===== config.mk =====
export PLATFORM = sky130hd
export DESIGN_NAME = shift_left_branch
export DESIGN_NICKNAME = d
export VERILOG_FILES = /design/src/rtl/shift_left_branch.sv
export SDC_FILE = /design/constraint.sdc
export NUM_CORES = 1
export LEC_CHECK = 0
export BUFFER_PORTS_ARGS = -buffer_cell sky130_fd_sc_hd__buf_2
export CORE_ASPECT_RATIO = 2
export CORE_MARGIN = 10
export CORE_UTILIZATION = 49
export CTS_BUF_LIST = sky130_fd_sc_hd__clkbuf_2 sky130_fd_sc_hd__clkbuf_4 sky130_fd_sc_hd__clkbuf_8
export DETAILED_ROUTE_END_ITERATION = 12
export PLACE_DENSITY = 0.95
export SLEW_MARGIN = 20
export SYNTH_ARGS = -nofsm -noshare
export SYNTH_HDL_FRONTEND = slang
export SYNTH_SLANG_ARGS = --single-unit

===== constraint.sdc =====
create_clock -name clk -period 2.66 [get_ports clk]
set_clock_uncertainty 0.05 [all_clocks]
set_input_delay 0.532 -clock clk [delete_from_list [all_inputs] [get_ports clk]]
set_output_delay 0.532 -clock clk [all_outputs]
set_load 0.05 [all_outputs]

===== src/rtl/shift_left_branch.sv =====
// shift_left_branch
//   Branch-offset scaler for the 16-bit single-cycle CPU. The sign-extended
//   branch immediate is shifted left by SHIFT bits (halfword -> byte offset)
//   combinationally for the branch-target adder path. A registered stage also
//   forms pc_plus2 + offset for pipelined or debug use.
//
// Ports
//   clk               in   1      rising-edge clock for the registered stage
//   rst_n             in   1      synchronous reset, active-low
//   Shift_Branch      in   WIDTH  sign-extended branch immediate
//   Shift_Branch_out  out  WIDTH  Shift_Branch << SHIFT (logical), combinational
//   shift_carry       out  1      OR of the bits shifted out, combinational
//   sign_change       out  1      MSB differs between input and shifted output
//   in_valid          in   1      latch a branch target this cycle
//   pc_plus2          in   WIDTH  address of the next sequential instruction
//   target_q          out  WIDTH  registered pc_plus2 + Shift_Branch_out
//   target_valid_q    out  1      target_q was updated on the last edge
//   target_wrap_q     out  1      registered carry-out of the target addition
module shift_left_branch #(
  parameter int unsigned WIDTH = 16,
  parameter int unsigned SHIFT = 1
) (
  input  logic             clk,
  input  logic             rst_n,
  input  logic [WIDTH-1:0] Shift_Branch,
  output logic [WIDTH-1:0] Shift_Branch_out,
  output logic             shift_carry,
  output logic             sign_change,
  input  logic             in_valid,
  input  logic [WIDTH-1:0] pc_plus2,
  output logic [WIDTH-1:0] target_q,
  output logic             target_valid_q,
  output logic             target_wrap_q
);

  logic [WIDTH:0] target_sum;

  // Logical shift: the top SHIFT bits are dropped, zeros fill from the right.
  assign Shift_Branch_out = {Shift_Branch[WIDTH-1-SHIFT:0], {SHIFT{1'b0}}};
  assign shift_carry      = |Shift_Branch[WIDTH-1 -: SHIFT];
  assign sign_change      = Shift_Branch[WIDTH-1] ^ Shift_Branch_out[WIDTH-1];

  // One extra bit captures the carry-out for target_wrap_q.
  assign target_sum = {1'b0, pc_plus2} + {1'b0, Shift_Branch_out};

  always_ff @(posedge clk) begin
    if (!rst_n) begin
      target_q       <= '0;
      target_valid_q <= 1'b0;
      target_wrap_q  <= 1'b0;
    end else if (in_valid) begin
      target_q       <= target_sum[WIDTH-1:0];
      target_valid_q <= 1'b1;
      target_wrap_q  <= target_sum[WIDTH];
    end else begin
      target_valid_q <= 1'b0;
    end
  end

endmodule


==> results of run 1 <==
## where the power goes
part           internal [mW]  switching (mW)  leakage, nW  total [mW]
clock                  0.132           0.108       0.0288       0.240
sequential             0.296          0.0131        0.149       0.309
combinational          0.138           0.308        0.745       0.447
total                  0.566           0.429        0.922       0.996
## path summary, 6_finish.rpt
kind | cells after the start | start | end
setup reg to reg | 2 | target_q[9] | target_q[9]
hold reg to reg | 2 | target_q[13] | target_q[13]
setup / recovery | 8 | Shift_Branch[0] | target_q[9]
hold / removal | 2 | target_q[13] | target_q[13]
## Yosys cell counts (4+ instances only)
library cell / count
nand2_1: 13
nand4_1: 4
a21o_1: 4
and3_1: 5
buf_4: 17
mux2i_1: 5
o21a_1: 5
a21oi_1: 13
o21ai_0: 6
a21oi_2: 4
nand3_1: 7
nor2_1: 12
dfxtp_1: 18
ha_1: 15
## per-layer routing
metal / vias to the layer above / share of wire [%] / routed length (um)
li1: 789 / - / -
met1: 755 / 34 / 1590
met2: 83 / 55 / 2590
met3: 20 / 8.2 / 389
met4: 0 / 3.5 / 165
met5: - / 0 / 0
## through the flow
step                      setup slack, ns  cell area [um2]
after CTS                           0.482             1860
final                               0.474             1860
after global routing                0.354             1860
after detailed placement            0.199             1800
after floorplan                     0.482             1560
after global placement              0.288             1800
## cells by family after synthesis
logic type / share of synthesized area (%)
other: 0.240
DFF: 23.1
AOI/OAI and AO/OA: 28.7
xor gates and xnor gates: 2.24
muxes: 3.21
and+or+nand+nor: 18.4
buffers and inverters: 10.8
adders and majority gates: 13.3
## sequential cells by signal, indices dropped and copies added, names as in the netlist
register	count
target_valid_q	1
target_q	16
target_wrap_q	1
## layout by cell type, fill, tap and decap left out, drive strengths merged, types with 2 or more instances in the layout
cell type / Yosys / routed
buf: 21 / 71
dfxtp: 18 / 18
a21oi: 17 / 17
ha: 15 / 15
nand2: 13 / 13
nor2: 12 / 12
o21ai: 8 / 8
nand3: 7 / 7
and3: 5 / 5
mux2i: 5 / 5
o21a: 5 / 5
a21o: 5 / 5
nand4: 4 / 4
clkbuf: 3 / 4
a211oi: 4 / 4
or3: 4 / 4
inv: 3 / 3
nor3: 3 / 3
a31oi: 3 / 3
nand2b: 3 / 3
xor2: 2 / 2
xnor2: 2 / 2
and2: 2 / 2
o221ai: 2 / 2
nand3b: 2 / 2
a211o: 2 / 2
o211ai: 2 / 2
o311ai: 2 / 2
a2111oi: 2 / 2
## cell type report
type / instances / area, um2 / area share [%]
Multi-Input combinational cell: 143 / 1030 / 55.6
Sequential cell: 18 / 360 / 19.4
Timing Repair Buffer: 71 / 360 / 19.4
Clock buffer: 4 / 55.1 / 2.96
Tap cell: 31 / 38.8 / 2.09
Inverter: 3 / 11.3 / 0.606
## worst max-delay path: stages
cell,delay [ns]
buf_2,0.11
ha_1,0.22
fa_1,0.44
a211oi_2,0.36
o21ai_2,0.12
nand2_1,0.13
a2111oi_1,0.09
a311o_1,0.29
==> flow_summary.rst, run 1 <==
.. list-table::
   :header-rows: 1

   * - Metric
     - Value
   * - Outcome
     - completed
   * - Final antenna-violating net count
     - 0
   * - Tmin final
     - 2.19 ns
   * - Ys async rst share
     - 0%
   * - Post-layout nets
     - 291
   * - Count of flip-flops with a built-in enable after synthesis
     - 0
   * - FILL cells
     - 284
   * - Reported max-cap violation count
     - 0
   * - Total gr overflow
     - 0
   * - Unique masters post-synth
     - 50
   * - Crit path kind
     - input port to flop
   * - Met1 demand-to-capacity share in global routing
     - 14.2%
   * - Die Outline Area
     - 5980 um2
   * - Setup repair after global routing missed its margin
     - no
   * - Peak supply drop
     - between 0.4 and 0.5 mV
   * - Top achievable clock speed
     - around 460 MHz
   * - Yosys warnings
     - 0
   * - Register-to-register setup slack
     - 1.67 ns
   * - Global placer's final weighted congestion
     - 0.912
   * - Number of levels the H-tree was split into
     - 1
   * - Skew-Pair Late Insertion Delay
     - roughly 0.26 ns
   * - Pin count of the biggest net entering global routing
     - 19
   * - Final-report setup violation count
     - 0
   * - DR vias/cell
     - 6.10
   * - Number of gates resized after cts
     - 0
   * - Number of iterations in the first detailed-routing pass
     - 4
   * - Clock Root Buffer
     - clkbuf_8
   * - Share of cells above drive strength 1
     - between 30% and 40%
   * - Wire length of the first global-routing pass
     - between 7000 and 8000 um
   * - Initial antenna violation count
     - 0
   * - Biggest fanout along the worst timing path
     - 4
   * - Hold-fix buffer count after cts
     - 0
   * - Initial standard-cell utilization of the core
     - around 50%
   * - Type of the tightest min-delay check
     - flop to flop
   * - Placement row count
     - 29
   * - Number of hold violations in the final report
     - 0
   * - Seq cells post-synth
     - 18
   * - Count of antenna diodes in the layout
     - 0
   * - Height of the chip
     - roughly 100 um
   * - Sum of negative setup slack
     - 0 ns
   * - Gate count of the mapped netlist
     - 188
   * - Clock sink count
     - 18
   * - Data arrival at the endpoint of the critical path
     - around 2.3 ns
   * - I/O pin count
     - slightly above 70
   * - DRC violations left
     - 0
   * - Final Max Tran Viols
     - 0
   * - Dpl hpwl
     - ~3800 um
   * - Core region area
     - 3120 um2
   * - Final hold slack
     - 0.407 ns
   * - Final standard cell count with taps included and fillers excluded
     - between 200 and 300
   * - Ratio of total power to cell area
     - about 540 nW/um2
   * - Dominant cells by area after synthesis
     - dfxtp_1 23%, ha_1 12%, buf_4 8.2%
   * - Critical Path Start Type
     - input port
   * - Synthesized area per cell
     - 8.31 um2
   * - DR vias
     - ~1600
   * - Growth of design area from synthesis to finish
     - 19.0%
   * - Share of the yosys chip area belonging to registers
     - between 20 and 25%
   * - Post-layout total power
     - ~1 mW
   * - Leading area contributor after synthesis
     - dfxtp_1
   * - Leakage power figure
     - 0.922 nW
   * - Share of the cycle needed by the critical path after routing
     - about 80%
   * - Number of CTS-inserted buffers
     - 3
   * - Clock Pin Slew Worst Setup and Hold Paths
     - ~0.08 ns
   * - Routed wire per std cell
     - 17.5 um
   * - Worst EP required
     - between 2 and 3 ns
   * - Count of placed standard cells including taps
     - 266
   * - Number of violations reported at the end of detailed-routing iteration 0
     - 59
   * - Post-CTS setup buffers
     - 0
   * - Critical path capture point type
     - flop
   * - Clock tree from TritonCTS
     - yes
   * - Horizontal extent of the die
     - 59.9 um
   * - Clock buffer depth
     - 2
   * - Met2 usage
     - 29.4%
   * - Synthesized area
     - roughly 1600 um2
   * - Number of I/O port buffers
     - 69
   * - Post-layout utilization of the core
     - between 50 and 60%
   * - Via count of the first global-routing pass
     - roughly 1800
   * - Gr usage total
     - 15.9%
   * - Met3 routing resource usage after global routing
     - about 4.6%
   * - Dominant synthesized flop cell
     - dfxtp_1
   * - Wire length reported by the detailed router
     - around 4700 um
   * - Area share of the largest cell type after synthesis
     - about 23%
   * - Layer with the highest usage
     - met2
   * - Post-synthesis net count
     - approximately 240
No activity file was read; power rests on OpenSTA's default activity.
==> run 2, diff against run 1 <==
==> constraint.sdc (replaced) <==
create_clock -name clk -period 2.1 [get_ports clk]
set_clock_uncertainty 0.05 [all_clocks]
set_input_delay 0.42 -clock clk [delete_from_list [all_inputs] [get_ports clk]]
set_output_delay 0.42 -clock clk [all_outputs]
set_load 0.05 [all_outputs]
==> flow_summary.rst, run 2 (synthesized netlist as in run 1, its figures left out) <==
.. list-table::
   :header-rows: 1

   * - Metric
     - Value
   * - Worst path slowest cell
     - fa_1 (unchanged)
   * - Pint
     - 0.736 mW (was 0.566 mW)
   * - Multi-input gate area
     - 1040 um2 (was 1030 um2)
   * - Sum of negative setup slack
     - 0 ns (unchanged)
   * - Number of levels the H-tree was split into
     - 1 (unchanged)
   * - Number of violations reported at the end of detailed-routing iteration 0
     - 66 (was 59)
   * - Clock tree from TritonCTS
     - yes (unchanged)
   * - DR vias/cell
     - 6.06 (was 6.10)
   * - Leakage power figure
     - 0.966 nW (was 0.922 nW)
   * - Total gr overflow
     - 0 (unchanged)
   * - Largest stage delay on the critical path
     - 0.44 ns (about the same)
   * - Top achievable clock speed
     - between 400 and 500 MHz
   * - Critical Path Start Type
     - input port (unchanged)
   * - Clock Root Buffer
     - clkbuf_8 (unchanged)
   * - Worst EP required
     - 2.19 ns (was 2.77 ns)
   * - Ratio of total power to cell area
     - 661 nW/um2 (was 536 nW/um2)
   * - Switching pwr
     - 0.542 mW (was 0.429 mW)
   * - Global placer's final weighted congestion
     - 0.946 (was 0.912)
   * - Final Max Tran Viols
     - 0 (unchanged)
   * - Clock buffer depth
     - 2 (unchanged)
   * - Clock sink count
     - 18 (unchanged)
   * - Wire length reported by the detailed router
     - 4720 um (was 4740 um)
   * - Most used cells in the layout excluding fill and tap cells
     - 69 x buf_2, 18 x dfxtp_1, 15 x ha_1 (unchanged)
   * - Area of all sequential standard cells
     - 360 um2 (unchanged)
   * - I/O pin count
     - 71 (unchanged)
   * - Growth of design area from synthesis to finish
     - 23.8% (was 19.0%)
   * - Largest registers
     - target_q x16, target_valid_q x1, target_wrap_q x1 (unchanged)
   * - Number of CTS-inserted buffers
     - 3 (unchanged)
   * - Crit path kind
     - input port to flop (unchanged)
   * - Clock Pin Slew Worst Setup and Hold Paths
     - 0.07 ns (was 0.08 ns)
   * - Setup repair after global routing missed its margin
     - no (unchanged)
   * - Dpl hpwl
     - 3830 um (about the same)
   * - Initial antenna violation count
     - 0 (unchanged)
   * - Skew-Pair Late Insertion Delay
     - 0.26 ns (about the same)
   * - Type of the tightest min-delay check
     - input port to flop (was flop to flop)
   * - Post-layout utilization of the core
     - 61.9% (was 59.5%)
   * - Post-CTS setup buffers
     - 0 (unchanged)
   * - Final antenna-violating net count
     - 0 (unchanged)
   * - Share of cells above drive strength 1
     - 38.3% (was 36.0%)
   * - Initial standard-cell utilization of the core
     - 50.0% (unchanged)
   * - Switching share of total power
     - 42.4% (was 43.1%)
   * - Via count of the first global-routing pass
     - 1741 (was 1781)
   * - Tmin final
     - 2.03 ns
   * - FILL cells
     - 272 (was 284)
   * - Power share of the combinational group
     - 46.4% (was 44.9%)
   * - DRC violations left
     - 0 (unchanged)
   * - Pin count of the biggest net entering global routing
     - 17 (was 19)
   * - Height of the chip
     - 99.8 um (unchanged)
   * - Count of antenna diodes in the layout
     - 0 (unchanged)
   * - Wire length of the first global-routing pass
     - 7610 um (was 7730 um)
   * - Clk pwr share
     - 23.1% (was 24.1%)
   * - Routed wire per std cell
     - 16.9 um (was 17.5 um)
   * - CP cell instances
     - buf_2 -> ha_1 -> fa_1 -> a211oi_4 -> o21ai_2 -> a31oi_1 -> xor2_1 -> o21ai_0 (was buf_2 -> ha_1 -> fa_1 -> a211oi_2 -> o21ai_2 -> nand2_1 -> a2111oi_1 -> a311o_1)
   * - Reported max-cap violation count
     - 0 (unchanged)
   * - Final hold slack
     - 0.363 ns (was 0.407 ns)
   * - Final-report setup violation count
     - 0 (unchanged)
   * - Gr usage total
     - 15.5% (was 15.9%)
   * - Register name with the most flops
     - target_q (unchanged)
   * - Data arrival at the endpoint of the critical path
     - 2.12 ns (was 2.30 ns)
   * - Peak supply drop
     - 0.413 mV (was 0.428 mV)
   * - Placement row count
     - 29 (unchanged)
   * - Die Outline Area
     - 5980 um2 (unchanged)
   * - Biggest fanout along the worst timing path
     - 3 (was 4)
   * - Horizontal extent of the die
     - 59.9 um (unchanged)
   * - Most common cell after layout, fill and taps aside
     - buf_2 (unchanged)
   * - Share of the cycle needed by the critical path after routing
     - between 90 and 100%
   * - WP buf/inv
     - 1 (unchanged)
   * - Fin area
     - 1930 um2 (was 1860 um2)
   * - Core region area
     - 3120 um2 (unchanged)
   * - Instance area at placement
     - 1870 um2 (was 1800 um2)
   * - Cell family contributing the most delay on the critical path
     - compound AO/OA/AOI/OAI gates (unchanged)
   * - Count of placed standard cells including taps
     - 275 (was 266)
   * - Flip-flop count of the largest register, all copies and words added
     - 16 (unchanged)
   * - Number of hold violations in the final report
     - 0 (unchanged)
   * - Final standard cell count with taps included and fillers excluded
     - 279 (was 270)
   * - Number of iterations in the first detailed-routing pass
     - 4 (unchanged)
   * - Post-layout nets
     - 300 (was 291)
   * - Outcome
     - completed (unchanged)
   * - Critical path capture point type
     - flop (unchanged)
   * - Number of I/O port buffers
     - 69 (unchanged)
   * - Portion of total power attributed to sequential cells
     - 30.5% (was 31.0%)
   * - DR vias
     - 1692 (was 1647)
run 2: changes by cell type in the layout (fill, tap and decap cells not counted), sizes merged:
cell	previous run	this run
buf	71	80
run 2: timing repair:
item,CTS,global route
resized for setup,0,1
hold buffers,0,0
setup endpoints to repair,0,2
run 2: through the flow:
stage / worst slack, ns / power (mW)
6_report: 0.0725 / 1.28
5_1_grt: 0.00124 / 1.35
4_1_cts: 0.0771 / 1.28
3_5_place_dp: -0.177 / 0.980
3_3_place_gp: -0.0898 / 0.966
2_1_floorplan: 0.0340 / 0.837
run 2: layout make-up:
cell class                      instances  share of cell area [%]
Multi-Input combinational cell        143                    53.8
Timing Repair Buffer                   80                    22.1
Sequential cell                        18                    18.6
Clock buffer                            4                    2.85
Tap cell                               31                    2.01
Inverter                                3                   0.583
run 2: metal layers:
metal	vias to the layer above	wire (um)	global-route usage, %
met2	84	2570	28.0
met5	-	0	0
met1	778	1620	15.0
met4	0	178	8.16
li1	812	-	-
met3	18	356	3.67
run 2: worst min-delay path, stage by stage:
cell and delay, ns:
buf_2 0.07, mux2i_1 0.06, nor2_1 0.08
run 2: final timing paths:
path | startpoint | end | slack, ns | cells after the start
max reg2reg | target_q[9] | target_q[9] | 1.11 | 2
max | Shift_Branch[0] | target_q[13] | 0.07 | 8
min | pc_plus2[0] | target_q[0] | 0.36 | 3
min reg2reg | target_q[14] | target_q[14] | 0.41 | 2
run 2: power by group through the flow:
stage          logic [mW]  clock network [mW]  registers (mW)
6_report            0.593               0.295           0.390
5_1_grt             0.635               0.318           0.394
4_1_cts             0.587               0.298           0.390
3_5_place_dp        0.583                   0           0.397
3_3_place_gp        0.570                   0           0.396
2_1_floorplan       0.324                   0           0.513
==> run 3, diff against run 2 <==
--- a/config.mk
+++ b/config.mk
@@ -8,7 +8,7 @@
 export BUFFER_PORTS_ARGS = -buffer_cell sky130_fd_sc_hd__buf_2
 export CORE_ASPECT_RATIO = 2
 export CORE_MARGIN = 10
-export CORE_UTILIZATION = 49
+export CORE_UTILIZATION = 50
 export CTS_BUF_LIST = sky130_fd_sc_hd__clkbuf_2 sky130_fd_sc_hd__clkbuf_4 sky130_fd_sc_hd__clkbuf_8
 export DETAILED_ROUTE_END_ITERATION = 12
 export PLACE_DENSITY = 0.95
==> constraint.sdc (replaced) <==
create_clock -name clk -period 2.62 [get_ports clk]
set_clock_uncertainty 0.05 [all_clocks]
set_input_delay 0.524 -clock clk [delete_from_list [all_inputs] [get_ports clk]]
set_output_delay 0.524 -clock clk [all_outputs]
set_load 0.05 [all_outputs]
==> flow_summary.rst, run 3 (synthesized netlist as in run 1, its figures left out) <==
.. list-table::
   :header-rows: 1

   * - Metric
     - Value
   * - Outcome
     - completed (unchanged)
   * - Initial standard-cell utilization of the core
     - 52.4% (was 50.0%)
   * - I/O pin count
     - 71 (unchanged)
   * - Share of the cycle needed by the critical path after routing
     - between 80% and 90%
   * - Top achievable clock speed
     - 448 MHz
   * - Final-report setup violation count
     - 0 (unchanged)
   * - Clock buffer depth
     - 2 (unchanged)
   * - Number of cell instances on the worst register-to-register path
     - 2 (unchanged)
   * - Global placer's final weighted congestion
     - 0.868 (was 0.946)
   * - Number of hold violations in the final report
     - 0 (unchanged)
   * - CP cell instances
     - buf_2 -> ha_1 -> fa_1 -> a211oi_2 -> o21ai_2 -> nand2_1 -> a2111oi_1 -> a311o_1 (was buf_2 -> ha_1 -> fa_1 -> a211oi_4 -> o21ai_2 -> a31oi_1 -> xor2_1 -> o21ai_0)
   * - Final antenna-violating net count
     - 0 (unchanged)
   * - Reg2Reg Capture Point
     - target_q[9] (unchanged)
   * - Height of the chip
     - 99.0 um (was 99.8 um)
   * - Core region area
     - 2980 um2 (was 3120 um2)
   * - Clock sink count
     - 18 (unchanged)
   * - Leakage power figure
     - 0.922 nW (was 0.966 nW)
   * - Clock Root Buffer
     - clkbuf_8 (unchanged)
   * - Most common cell after layout, fill and taps aside
     - buf_2 (unchanged)
   * - Total gr overflow
     - 0 (unchanged)
   * - Post-CTS setup buffers
     - 0 (unchanged)
   * - Worst path slowest cell
     - fa_1 (unchanged)
   * - Crit path kind
     - input port to flop (unchanged)
   * - Critical Path Start Type
     - input port (unchanged)
   * - Final Max Tran Viols
     - 0 (unchanged)
   * - Number of gates resized after cts
     - 0 (unchanged)
   * - DR vias
     - 1638 (was 1692)
   * - Most used cells in the layout excluding fill and tap cells
     - 69 x buf_2, 18 x dfxtp_1, 15 x ha_1 (unchanged)
   * - Post-layout utilization of the core
     - 62.4% (was 61.9%)
   * - Wire length of the first global-routing pass
     - 7250 um (was 7610 um)
   * - Largest stage delay on the critical path
     - 0.45 ns (was 0.44 ns)
   * - Initial antenna violation count
     - 0 (unchanged)
   * - Setup Slack @ Placement
     - 0.159 ns (was -0.177 ns)
   * - Via count of the first global-routing pass
     - 1666 (was 1741)
   * - Peak supply drop
     - 0.422 mV (was 0.413 mV)
   * - Growth of design area from synthesis to finish
     - 18.9% (was 23.8%)
   * - Number of I/O port buffers
     - 69 (unchanged)
   * - Tmin final
     - 2.23 ns
   * - Sum of negative setup slack
     - 0 ns (unchanged)
   * - Share of cells above drive strength 1
     - 36.0% (was 38.3%)
   * - Number of CTS-inserted buffers
     - 3 (unchanged)
   * - Routed wire per std cell
     - 16.9 um (about the same)
   * - Dpl hpwl
     - 3710 um (was 3830 um)
   * - Worst EP required
     - 2.72 ns (was 2.19 ns)
   * - Clock Pin Slew Worst Setup and Hold Paths
     - 0.08 ns (was 0.07 ns)
   * - Type of the tightest min-delay check
     - flop to flop (was input port to flop)
   * - DR vias/cell
     - 6.09 (was 6.06)
   * - Data arrival at the endpoint of the critical path
     - 2.33 ns (was 2.12 ns)
   * - Worst Setup EP
     - target_q[9] (was target_q[13])
   * - Ratio of total power to cell area
     - 540 nW/um2 (was 661 nW/um2)
   * - Flip-flop count of the largest register, all copies and words added
     - 16 (unchanged)
   * - Register-to-register setup slack
     - 1.64 ns (was 1.11 ns)
   * - Hold-fix buffer count after cts
     - 0 (unchanged)
   * - Number of violations reported at the end of detailed-routing iteration 0
     - 90 (was 66)
   * - Count of antenna diodes in the layout
     - 0 (unchanged)
   * - Placement row count
     - 28 (was 29)
   * - Horizontal extent of the die
     - 59.5 um (was 59.9 um)
   * - Fin worst setup slack
     - 0.390 ns (was 0.0725 ns)
   * - Gr usage total
     - 14.9% (was 15.5%)
   * - Skew-Pair Late Insertion Delay
     - 0.26 ns (about the same)
   * - Pin count of the biggest net entering global routing
     - 19 (was 17)
   * - DRC violations left
     - 0 (unchanged)
   * - Wire length reported by the detailed router
     - 4540 um (was 4720 um)
   * - Critical path capture point type
     - flop (unchanged)
   * - Clock tree from TritonCTS
     - yes (unchanged)
   * - Largest registers
     - target_q x16, target_valid_q x1, target_wrap_q x1 (unchanged)
   * - Critical hold path startpoint
     - target_q[13] (was pc_plus2[0])
   * - Number of levels the H-tree was split into
     - 1 (unchanged)
   * - Post-layout nets
     - 291 (was 300)
   * - Number of iterations in the first detailed-routing pass
     - 4 (unchanged)
   * - Register name with the most flops
     - target_q (unchanged)
   * - Worst setup path start
     - Shift_Branch[0] (unchanged)
   * - Reported max-cap violation count
     - 0 (unchanged)
   * - Beginning of the worst register-to-register path
     - target_q[9] (unchanged)
   * - Die Outline Area
     - 5890 um2 (was 5980 um2)
   * - Biggest fanout along the worst timing path
     - 4 (was 3)
   * - Setup repair after global routing missed its margin
     - no (unchanged)
## run 3: how the worst min path moves through the flow
stage,slack [ns],cells after the start,to
after floorplan,0.62,2,target_q[13]
after global placement,0.39,2,target_q[13]
after detailed placement,0.40,2,target_q[13]
after CTS,0.42,2,target_q[13]
after global routing,0.44,2,target_q[13]
final,0.41,2,target_q[13]
## run 3: worst max-delay path, delay by kind of cell
family | cells | cell delay (ns)
AND/OR/NAND/NOR | 1 | 0.15
buffers and inverters | 1 | 0.11
adder cells (fa/ha/maj) | 2 | 0.67
AO/OA/AOI/OAI | 4 | 0.89
## run 3: layer usage
layer  GRT usage (%)  part of all wire (%)  wire (um)
met3            4.37                   8.3        376
met5               0                     0          0
met4            7.99                   4.3        196
met1            14.0                    34       1540
met2            27.0                    54       2430
## run 3: final cells by class
type / count / area (um2)
Inverter: 3 / 11.3
Fill cell: 256 / 1120
Timing Repair Buffer: 71 / 360
Tap cell: 30 / 37.5
Multi-Input combinational cell: 143 / 1030
Sequential cell: 18 / 360
Clock buffer: 4 / 55.1
## run 3: through the flow
stage	instance area [um2]	total power, mW	hold slack, ns	std cells
after global placement	1800	0.757	0.392	265
after detailed placement	1800	0.767	0.400	265
final	1860	1.00	0.408	269
after CTS	1860	1.00	0.418	269
after global routing	1860	1.05	0.444	269
after floorplan	1560	0.671	0.621	188
## run 3: where the power goes
part | internal, mW | switching, mW
Sequential | 0.300 | 0.0123
Combinational | 0.140 | 0.311
Clock | 0.134 | 0.105
Total | 0.574 | 0.428
